===== config.mk =====
export PLATFORM = sky130hd
export DESIGN_NAME = usb_dfu_flash_ctrl
export DESIGN_NICKNAME = d
export VERILOG_FILES = /design/src/rtl/usb_dfu_pkg.sv /design/src/rtl/usb_flash_timer.sv /design/src/rtl/usb_dfu_flash_ctrl.sv
export SDC_FILE = /design/constraint.sdc
export NUM_CORES = 1
export LEC_CHECK = 0
export ABC_AREA = 1
export ABC_CLOCK_PERIOD_IN_PS = 2900
export CORE_ASPECT_RATIO = 1.25
export CORE_MARGIN = 5
export CORE_UTILIZATION = 50
export CTS_BUF_LIST = sky130_fd_sc_hd__clkbuf_4
export CTS_CLUSTER_SIZE = 28
export DETAILED_ROUTE_END_ITERATION = 6
export MAX_ROUTING_LAYER = met4
export PLACE_DENSITY = 0.74
export REMOVE_ABC_BUFFERS = 1
export SLEW_MARGIN = 20
export SYNTH_ARGS = -nofsm -noshare
export SYNTH_HDL_FRONTEND = slang
export SYNTH_HIERARCHICAL = 1
export SYNTH_SLANG_ARGS = --single-unit
export TNS_END_PERCENT = 50

===== constraint.sdc =====
create_clock -name clk -period 2.9 [get_ports clk]
set_input_delay 0.435 -clock clk [delete_from_list [all_inputs] [get_ports clk]]
set_output_delay 0.435 -clock clk [all_outputs]
set_load 0.02 [all_outputs]

===== src/rtl/usb_dfu_pkg.sv =====
// Shared definitions for the DFU flash controller: FSM encoding, DFU bStatus
// codes, default flash geometry and the address range helper.
package usb_dfu_pkg;

    typedef enum logic [2:0] {
        ST_IDLE       = 3'd0,
        ST_CHECK      = 3'd1,
        ST_READ       = 3'd2,
        ST_SETTLE     = 3'd3,
        ST_WRITE      = 3'd4,
        ST_WRITE_BUSY = 3'd5,
        ST_DONE       = 3'd6
    } dfu_state_e;

    localparam logic [3:0] DFU_STATUS_OK          = 4'h0;
    localparam logic [3:0] DFU_STATUS_ERR_WRITE   = 4'h3;
    localparam logic [3:0] DFU_STATUS_ERR_ADDRESS = 4'h8;

    localparam int          DEF_PAGE_SIZE      = 256;
    localparam logic [15:0] DEF_BASE_PAGE      = 16'h0280;
    localparam logic [15:0] DEF_LIMIT_PAGE     = 16'h1000;
    localparam int          DEF_SETTLE_CYCLES  = 32;
    localparam logic [23:0] DEF_TIMEOUT_CYCLES = 24'd12000000;

    localparam int TIMER_W = 24;

    // A page is unusable if BASE_PAGE + block wrapped past 16 bits or landed
    // at or beyond the end of the DFU partition.
    function automatic logic addr_out_of_range(input logic        carry,
                                               input logic [15:0] addr,
                                               input logic [15:0] limit);
        return carry || (addr >= limit);
    endfunction

endpackage


===== src/rtl/usb_flash_timer.sv =====
// Loadable down-counter shared by the SETTLE wait and the program/erase
// timeout. Loading N makes o_expired rise in the N-th cycle after the load.
module usb_flash_timer #(
    parameter int W = 24
) (
    input  logic         clk,
    input  logic         reset,
    input  logic         i_load,
    input  logic [W-1:0] i_value,
    output logic         o_expired
);

    logic [W-1:0] r_count;

    // Load on request, otherwise count down and park at zero.
    always_ff @(posedge clk) begin
        if (reset) begin
            r_count <= '0;
        end else if (i_load) begin
            r_count <= i_value;
        end else if (r_count != '0) begin
            r_count <= r_count - {{(W-1){1'b0}}, 1'b1};
        end else begin
            r_count <= r_count;
        end
    end

    // Expired in the last counted cycle (count of one) or when parked at zero.
    assign o_expired = (r_count[W-1:1] == '0);

endmodule


===== src/rtl/usb_dfu_flash_ctrl.sv =====
// DFU block-to-flash-page controller: validates a DFU block request, drives
// the flash bridge read or write handshake for one page and reports bStatus.
module usb_dfu_flash_ctrl
    import usb_dfu_pkg::*;
#(
    parameter int          PAGE_SIZE      = DEF_PAGE_SIZE,
    parameter logic [15:0] BASE_PAGE      = DEF_BASE_PAGE,
    parameter logic [15:0] LIMIT_PAGE     = DEF_LIMIT_PAGE,
    parameter int          SETTLE_CYCLES  = DEF_SETTLE_CYCLES,
    parameter logic [23:0] TIMEOUT_CYCLES = DEF_TIMEOUT_CYCLES
) (
    input  logic        clk,
    input  logic        reset,
    input  logic        dfu_req,
    input  logic        dfu_dir,
    input  logic [15:0] dfu_block,
    input  logic [8:0]  dfu_len,
    output logic        dfu_busy,
    output logic        dfu_done,
    output logic [3:0]  dfu_status,
    output logic [15:0] flash_address,
    output logic        flash_rd_request,
    output logic        flash_wr_request,
    input  logic        flash_wr_busy,
    input  logic        flash_rd_data_put,
    input  logic        flash_wr_data_get
);

    localparam logic [8:0]         LP_PAGE_LEN = 9'(PAGE_SIZE);
    localparam logic [TIMER_W-1:0] LP_SETTLE   = TIMER_W'(SETTLE_CYCLES);

    dfu_state_e r_state;
    dfu_state_e w_next_state;

    logic               r_dir;
    logic [8:0]         r_len;
    logic [15:0]        r_addr;
    logic               r_addr_carry;
    logic [8:0]         r_cnt;
    logic               r_busy;
    logic               r_done;
    logic               r_rd_req;
    logic               r_wr_req;
    logic [3:0]         r_status;

    logic [16:0]        w_addr_sum;
    logic               w_addr_bad;
    logic               w_len_zero;
    logic               w_len_big;
    logic [8:0]         w_cnt_inc;
    logic               w_cnt_hit;
    logic               w_byte_pulse;
    logic               w_tmr_load;
    logic [TIMER_W-1:0] w_tmr_value;
    logic               w_tmr_expired;
    logic               w_status_upd;
    logic [3:0]         w_status_nxt;

    assign w_addr_sum   = {1'b0, BASE_PAGE} + {1'b0, dfu_block};
    assign w_addr_bad   = addr_out_of_range(r_addr_carry, r_addr, LIMIT_PAGE);
    assign w_len_zero   = (r_len == 9'd0);
    assign w_len_big    = (r_len > LP_PAGE_LEN);
    assign w_cnt_inc    = r_cnt + 9'd1;
    assign w_cnt_hit    = (w_cnt_inc == r_len);
    // Byte strobes only count while the matching transfer state is active.
    assign w_byte_pulse = ((r_state == ST_READ)  && flash_rd_data_put) ||
                          ((r_state == ST_WRITE) && flash_wr_data_get);

    usb_flash_timer #(
        .W (TIMER_W)
    ) u_timer (
        .clk       (clk),
        .reset     (reset),
        .i_load    (w_tmr_load),
        .i_value   (w_tmr_value),
        .o_expired (w_tmr_expired)
    );

    // FSM state register.
    always_ff @(posedge clk) begin
        if (reset) begin
            r_state <= ST_IDLE;
        end else begin
            r_state <= w_next_state;
        end
    end

    // FSM next-state logic; requests are only honoured in IDLE.
    always_comb begin
        w_next_state = r_state;
        case (r_state)
            ST_IDLE: begin
                if (dfu_req) w_next_state = ST_CHECK;
                else         w_next_state = ST_IDLE;
            end
            ST_CHECK: begin
                if (w_addr_bad)      w_next_state = ST_DONE;
                else if (w_len_zero) w_next_state = ST_DONE;
                else if (w_len_big)  w_next_state = ST_DONE;
                else if (r_dir)      w_next_state = ST_WRITE;
                else                 w_next_state = ST_READ;
            end
            ST_READ: begin
                if (flash_rd_data_put && w_cnt_hit) w_next_state = ST_SETTLE;
                else                                w_next_state = ST_READ;
            end
            ST_SETTLE: begin
                if (w_tmr_expired) w_next_state = ST_DONE;
                else               w_next_state = ST_SETTLE;
            end
            ST_WRITE: begin
                if (flash_wr_data_get && w_cnt_hit) w_next_state = ST_WRITE_BUSY;
                else                                w_next_state = ST_WRITE;
            end
            ST_WRITE_BUSY: begin
                if (!flash_wr_busy)     w_next_state = ST_DONE;
                else if (w_tmr_expired) w_next_state = ST_DONE;
                else                    w_next_state = ST_WRITE_BUSY;
            end
            ST_DONE: begin
                w_next_state = ST_IDLE;
            end
            default: begin
                w_next_state = ST_IDLE;
            end
        endcase
    end

    // FSM output decode: timer loads on entry to SETTLE/WRITE_BUSY and status updates.
    always_comb begin
        w_tmr_load   = 1'b0;
        w_tmr_value  = LP_SETTLE;
        w_status_upd = 1'b0;
        w_status_nxt = r_status;
        case (r_state)
            ST_CHECK: begin
                if (w_addr_bad) begin
                    w_status_upd = 1'b1;
                    w_status_nxt = DFU_STATUS_ERR_ADDRESS;
                end else if (w_len_zero) begin
                    w_status_upd = 1'b1;
                    w_status_nxt = DFU_STATUS_OK;
                end else if (w_len_big) begin
                    w_status_upd = 1'b1;
                    w_status_nxt = DFU_STATUS_ERR_ADDRESS;
                end else begin
                    w_status_upd = 1'b0;
                end
            end
            ST_READ: begin
                if (w_next_state == ST_SETTLE) begin
                    w_tmr_load  = 1'b1;
                    w_tmr_value = LP_SETTLE;
                end else begin
                    w_tmr_load  = 1'b0;
                end
            end
            ST_SETTLE: begin
                if (w_tmr_expired) begin
                    w_status_upd = 1'b1;
                    w_status_nxt = DFU_STATUS_OK;
                end else begin
                    w_status_upd = 1'b0;
                end
            end
            ST_WRITE: begin
                if (w_next_state == ST_WRITE_BUSY) begin
                    w_tmr_load  = 1'b1;
                    w_tmr_value = TIMEOUT_CYCLES;
                end else begin
                    w_tmr_load  = 1'b0;
                end
            end
            ST_WRITE_BUSY: begin
                if (!flash_wr_busy) begin
                    w_status_upd = 1'b1;
                    w_status_nxt = DFU_STATUS_OK;
                end else if (w_tmr_expired) begin
                    w_status_upd = 1'b1;
                    w_status_nxt = DFU_STATUS_ERR_WRITE;
                end else begin
                    w_status_upd = 1'b0;
                end
            end
            default: begin
                w_status_upd = 1'b0;
            end
        endcase
    end

    // Registered outputs, decoded from the state being entered.
    always_ff @(posedge clk) begin
        if (reset) begin
            r_rd_req <= 1'b0;
            r_wr_req <= 1'b0;
            r_busy   <= 1'b0;
            r_done   <= 1'b0;
            r_status <= DFU_STATUS_OK;
        end else begin
            r_rd_req <= (w_next_state == ST_READ);
            r_wr_req <= (w_next_state == ST_WRITE);
            r_busy   <= (w_next_state != ST_IDLE);
            r_done   <= (w_next_state == ST_DONE);
            if (w_status_upd) r_status <= w_status_nxt;
            else              r_status <= r_status;
        end
    end

    // Request capture in IDLE and the per-page byte counter.
    always_ff @(posedge clk) begin
        if (reset) begin
            r_dir        <= 1'b0;
            r_len        <= 9'd0;
            r_addr       <= 16'h0000;
            r_addr_carry <= 1'b0;
            r_cnt        <= 9'd0;
        end else begin
            if ((r_state == ST_IDLE) && dfu_req) begin
                r_dir        <= dfu_dir;
                r_len        <= dfu_len;
                r_addr       <= w_addr_sum[15:0];
                r_addr_carry <= w_addr_sum[16];
            end else begin
                r_dir        <= r_dir;
                r_len        <= r_len;
                r_addr       <= r_addr;
                r_addr_carry <= r_addr_carry;
            end
            if (r_state == ST_CHECK) r_cnt <= 9'd0;
            else if (w_byte_pulse)   r_cnt <= w_cnt_inc;
            else                     r_cnt <= r_cnt;
        end
    end

    assign dfu_busy         = r_busy;
    assign dfu_done         = r_done;
    assign dfu_status       = r_status;
    assign flash_address    = r_addr;
    assign flash_rd_request = r_rd_req;
    assign flash_wr_request = r_wr_req;

endmodule

# After elaboration in Yosys (flattened, before gate mapping)
# Cells that the tools add are included.
[classes] n_reduce_logical=16 magnitude_cmp=2 addsub=3 eq_ne=14 mux=31
[op_table] op="2-to-1 mux 24 bit" count=4
[op_table] op="2-to-1 mux 4 bit" count=6
[op_table] op="nonzero test 24 bit" count=1
[op_table] op="subtractor 24 x 1 -> 24 bit (second input constant)" count=1
[op_table] op="zero test 23 bit" count=1
[op_table] op="case mux 3 bit (6 select lines)" count=1
[op_table] op="adder 10 x 16 -> 17 bit (first input constant)" count=1
[op_table] op="greater-or-equal comparator 16 x 13 -> 1 bit (second input constant)" count=1
[op_table] op="== test 3 bit (second input constant)" count=5
[op_table] op="2-to-1 mux 3 bit" count=5
[op_table] op="== test 3 x 2 -> 1 bit (second input constant)" count=4
[op_table] op="case mux 4 bit (3 select lines)" count=1
[op_table] op="2-to-1 mux 1 bit" count=10
[op_table] op="adder 9 x 1 -> 9 bit (second input constant)" count=1
[op_table] op="== test 9 bit" count=1
[op_table] op="greater-than comparator 9 bit (second input constant)" count=1
[op_table] op="zero test 9 bit" count=1
[op_table] op="nonzero test 3 bit" count=2
[op_table] op="logical AND 1 bit" count=5
[op_table] op="AND reduction 5 bit" count=1
[op_table] op="2-to-1 mux 2 bit" count=2
[op_table] op="inequality test 4 bit (second input constant)" count=1
[op_table] op="== test 3 x 1 -> 1 bit (second input constant)" count=1
[op_table] op="zero test 3 bit" count=1
[op_table] op="7 further kinds" count=8
[totals] ff_bits=71 out_inout_bits=24 elab_cells=78 inputBits=32

# Longest topological paths before layout
[logic_depth] word_depth=9 depth_mapped=20

# Modules after synthesis
# Netlist, hierarchy kept.
[by_module_without_submodules] module="usb_dfu_flash_ctrl" area_each_um2=2249.7 cells_each=334 instances=1
[by_module_without_submodules] module="usb_flash_timer" area_each_um2=1761.7 cells_each=288 instances=1

# Worst setup path after synthesis
# No wires, ideal clock.
[synth_timing] path_kind="reg-to-reg" from="register r_cnt[0]" to="register u_timer.r_count[11]" synth_period_minus_slack_ps=2151 stages_incl_launch_ff=21 t_required_ps=2772 path_buffers=1 setup_ps=128 arrival_time_ps=2023 path_slack_ps=749 cell_sequence="dfxtp_1 -> ha_1 -> nand2_2 -> clkinv_1 -> nand3_1 -> nand2_1 -> nand2_1 -> nand2_1 -> nand2_1 -> nor2_1 -> nand4_1 -> inv_1 -> buf_4 -> inv_4 -> nand3_2 -> nor2_2 -> nand2_2 -> nor2_8 -> nor2_1 -> nand2_1 -> nor2_1"
[synth_between] elab_chain_len=9
[synth_rtl] element="start: declaration" line_no="usb_dfu_flash_ctrl.sv:39" source="logic [8:0] r_cnt;"
[synth_rtl] element="start signal: assignment" line_no="usb_dfu_flash_ctrl.sv:230" source="else if (w_byte_pulse) r_cnt <= w_cnt_inc;"
[synth_rtl] element="start signal: assignment" line_no="usb_dfu_flash_ctrl.sv:231" source="else r_cnt <= r_cnt;"
[synth_rtl] element="adder 9 x 1 -> 9 bit (*)" line_no="usb_dfu_flash_ctrl.sv:63" source="assign w_cnt_inc = r_cnt + 9'd1;"
[synth_rtl] element="== test 9 bit (*)" line_no="usb_dfu_flash_ctrl.sv:64" source="assign w_cnt_hit = (w_cnt_inc == r_len);"
[synth_rtl] element="logical AND 1 bit (on tied branches)" line_no="usb_dfu_flash_ctrl.sv:112, usb_dfu_flash_ctrl.sv:104"
[synth_rtl] element="2-to-1 mux 1 bit (on tied branches)" line_no="usb_dfu_flash_ctrl.sv:112, usb_dfu_flash_ctrl.sv:104"
[synth_rtl] element="case mux 3 bit (6 select lines) (*)" line_no="usb_dfu_flash_ctrl.sv:91" source="case (r_state)"
[synth_rtl] element="== test 3 bit or == test 3 x 2 -> 1 bit (tied branches)" line_no="usb_dfu_flash_ctrl.sv:167, usb_dfu_flash_ctrl.sv:151"
[synth_rtl] element="2-to-1 mux 1 bit (on tied branches)" line_no="usb_dfu_flash_ctrl.sv:167, usb_dfu_flash_ctrl.sv:151"
[synth_rtl] element="case mux 1 bit (2 select lines) (*)" line_no="usb_dfu_flash_ctrl.sv:135" source="case (r_state)"
[synth_rtl] element="named net w_tmr_load" line_no="usb_dfu_flash_ctrl.sv:53" source="logic w_tmr_load;"
[synth_rtl] element="2-to-1 mux 24 bit or nonzero test 2 bit (tied branches)"
[synth_rtl] element="end signal: assignment" line_no="usb_flash_timer.sv:20" source="r_count <= i_value;"
[synth_rtl] element="end signal: assignment" line_no="usb_flash_timer.sv:22" source="r_count <= r_count - {{(W-1){1'b0}}, 1'b1};"
[synth_rtl] element="end signal: assignment" line_no="usb_flash_timer.sv:24" source="r_count <= r_count;"
[synth_rtl] element="end: declaration" line_no="usb_flash_timer.sv:13" source="logic [W-1:0] r_count;"
# The timed path passes the listed nets; every way through them passes the cells marked *.
# A chain may end at the register's enable or synchronous reset.

# Worst setup path after layout
[layout_timing] from="register r_cnt[0]" to="register u_timer.r_count[22]"
# Same word-level chain as after synthesis.

==> flow_metrics.py <==
metrics = {
    "status": {
        "status": "finished, final reports clean",
    },
    "cells_and_area": {
        "final_cell_mix": "nand2_1, nor2_1, dfxtp_1, inv_1",
        "final_common_cell": "nand2_1",
        "finish.utilization_pct": 61.1,
        "drive_gt1_share_pct": 8.80,
        "nets": 727,
        "diodes": 0,
        "area_growth_pct": 19.4,
        "fill_cells": 756,
    },
    "clock_tree": {
        "numClockSinks": 69,
        "cts_buffer_depth": 2,
        "cts_made_buffers": 9,
        "cts_setup_buffers": 0,
        "cts_resized": 0,
        "ctsHoldBuffers": 0,
        "cts_root_buffer": "clkbuf_4",
        "cts.clk_slew.worst_paths_ps": 110,
        "clk_latency_ps": 410,
        "cts_tree": "built",
        "htreeDepth": 3,
    },
    "detailed_routing": {
        "drc": 0,
        "via_count": 4054,
        "first_iter_violations": 167,
        "drtPass1Iterations": 5,
        "drtAntennaViolNets": 0,
        "detail_route.wl_per_cell_um": 12.7,
        "routed_wl_mm": 10.0,
        "vias_per_cell": 5.14,
    },
    "critical_path": {
        "worstSetupPathType": "register to register",
        "crit_family": "simple AND/OR/NAND/NOR gates",
        "crit_buf_inv": 3,
        "cp-start-kind": "register",
        "path_max_fanout": 10,
        "critPathSlowestCell": "dfxtp_1",
        "crit_arrival_ps": 2780,
        "crit_chain": "ha_1 > nand2_2 > clkinv_1 > nand3_1 > nand2_1 > nand2_1 > nand2_1 > nand2_1 > nor2_1 > nand4_1 > inv_1 > inv_4 > nand3_2 > nor2_2 > nand2_2 > nor2_8 > nor2_1 > nand2_1 > nor2_1",
        "critPathRequiredTime_ps": 3210,
        "cpMostUsedCell": "nand2_1",
        "max_stage_delay_ps": 360,
        "cp-end-kind": "register",
        "r2r_setup_slack_ps": 430,
    },
    "synth": {
        "ys_ff_latch": 69,
        "async_flop_share_pct": 0,
        "synth_edf_count": 0,
        "synth_top_family_by_area": "simple AND/OR/NAND/NOR gates",
        "netlist_area_mm2": 0.00401,
        "synth_xor_area_share_pct": 1.75,
        "seq_area_frac_synth_pct": 34.4,
        "synth_fa_ha_area_share_pct": 1.87,
        "ys_warn_count": 6,
        "synth.avg_cell_area_um2": 6.45,
        "yosys.area_share.simple_pct": 40.4,
        "synth_compound_area_share_pct": 12.6,
        "syn_inst": 622,
        "synthMuxAreaShare_pct": 0,
        "synth_flop_cell": "dfxtp_1",
        "ys_types": 36,
    },
    "timing": {
        "fmax_mhz": 405,
        "rsz0062_at_grt": "false",
        "finalSetupViolations": 0,
        "max_slew_margin_pct": 66.8,
        "hold_violations": 0,
        "fin_skew_ps": 10.6,
        "worst_pin_slew_ps": 497,
        "setup_tns_ps": 0,
        "fin_crit_ps": 2470,
        "slew_violations": 0,
        "period_share_pct": 85.2,
    },
    "grt": {
        "antenna_found_initial": 0,
        "grt_usage_pct": 21.5,
        "grt_first_pass_wirelength_mm": 16.8,
        "met3_usage_pct": 5.70,
        "grt-busiest-layer": "met2",
        "grt-ovfl-total": 0,
        "grt_pass1_vias": 3794,
        "grt_max_degree": 35,
        "use_met1_pct": 21.9,
        "grt_use_met2_pct": 39.2,
    },
    "die": {
        "row_count": 36,
        "die_x_um": 90.1,
        "start_util_pct": 51.2,
        "ioPinCount": 56,
        "die_h_um": 110,
        "core-area_mm2": 0.00784,
        "dieArea_mm2": 0.00993,
    },
    "flow_run": {
        "cap_violations": 0,
    },
    "placement": {
        "gp_congestion": 0.909,
        "dp.final_hpwl_mm": 7.75,
        "io_buffers": 54,
    },
    "pwr": {
        "p_leak_nw": 2.21,
        "max-vdd-ir-drop_uv": 786,
        "power.density_mw_per_mm2": 979,
    },
    "worst_hold_path": {
        "min_path_type": "register to register",
    },
}
area by class of cell:
class,instances,area [um2],area share [%]
Multi-Input combinational cell,477,2330,48.6
Clock buffer,12,90.1,1.88
Clock inverter,3,13.8,0.287
Sequential cell,69,1380,28.8
Tap cell,95,119,2.48
Inverter,72,273,5.70
Timing Repair Buffer,60,586,12.2
report_power, final:
group / internal (mW) / switching (mW)
logic: 0.955 / 1.77
registers: 1.21 / 0.236
clock network: 0.196 / 0.324
synth_stat cells, types with 2 or more instances:
cell	n	share of area [%]
o211ai_1	2	0.37
dfxtp_1	69	34
buf_4	3	0.56
xor2_1	6	1.3
clkinv_1	3	0.28
nor4_1	3	0.47
buf_2	4	0.50
nand3_2	2	0.50
o21ai_0	54	6.7
ha_1	6	1.9
nand2_2	10	1.6
nand3_1	45	5.6
nor3_1	3	0.37
a21oi_1	31	3.9
nand3b_1	12	2.2
inv_1	65	6.1
nor2_1	121	11
inv_2	3	0.28
xnor2_1	2	0.44
nand4_1	8	1.2
buf_1	2	0.19
nand2_4	3	0.84
nor2_4	8	2.2
nand2_1	125	12
nor2_2	9	1.4
clkbuf_1	8	0.75
o21ai_1	3	0.37
a31oi_1	4	0.62
state kept, by name, summed over array words and instances, names as in the netlist:
register and flops:
r_dir 1, flash_wr_request 1, dfu_done 1, r_len 9
r_cnt 9, flash_rd_request 1, r_state 3, flash_address 16
dfu_busy 1, r_addr_carry 1, dfu_status 2, u_timer/r_count 24
cell families after synthesis:
family / count (synthesis)
xor gates and xnor gates: 8
adders and majority gates: 6
DFF: 69
AOI/OAI and AO/OA: 97
buffers and inverters: 89
and+or+nand+nor: 352
other: 1
routing by layer:
metal  vias up  part of all wire, %
li1       2116                    -
met4         0                  3.1
met1      1800                   38
met5         -                    0
met2       114                   52
met3        24                  6.3
worst paths after layout:
kind	to	depth (start not counted)	start
min reg2reg	r_addr_carry	2	r_addr_carry
max reg2reg	u_timer/r_count[22]	19	r_cnt[0]
min	r_addr_carry	2	r_addr_carry
max	u_timer/r_count[22]	19	r_cnt[0]
per-stage QoR:
step / hold slack (ps) / power (mW) / area (um2) / worst slack [ps] / instances
after floorplan: 434 / 3.46 / 3980 / 591 / 618
after global placement: 450 / 4.12 / 4680 / 537 / 773
after detailed placement: 458 / 4.19 / 4680 / 442 / 773
after CTS: 474 / 4.72 / 4790 / 426 / 788
after global routing: 506 / 5.17 / 4790 / 100 / 788
final: 473 / 4.69 / 4790 / 429 / 788
worst register-to-register path: stages (launching register included):
cell	delay, ps
dfxtp_1	360
ha_1	230
nand2_2	110
clkinv_1	120
nand3_1	110
nand2_1	70
nand2_1	60
nand2_1	40
nand2_1	60
nor2_1	40
nand4_1	100
inv_1	150
inv_4	140
nand3_2	110
nor2_2	150
nand2_2	110
nor2_8	220
nor2_1	80
nand2_1	70
nor2_1	40
(Power assumes the default switching activity.)
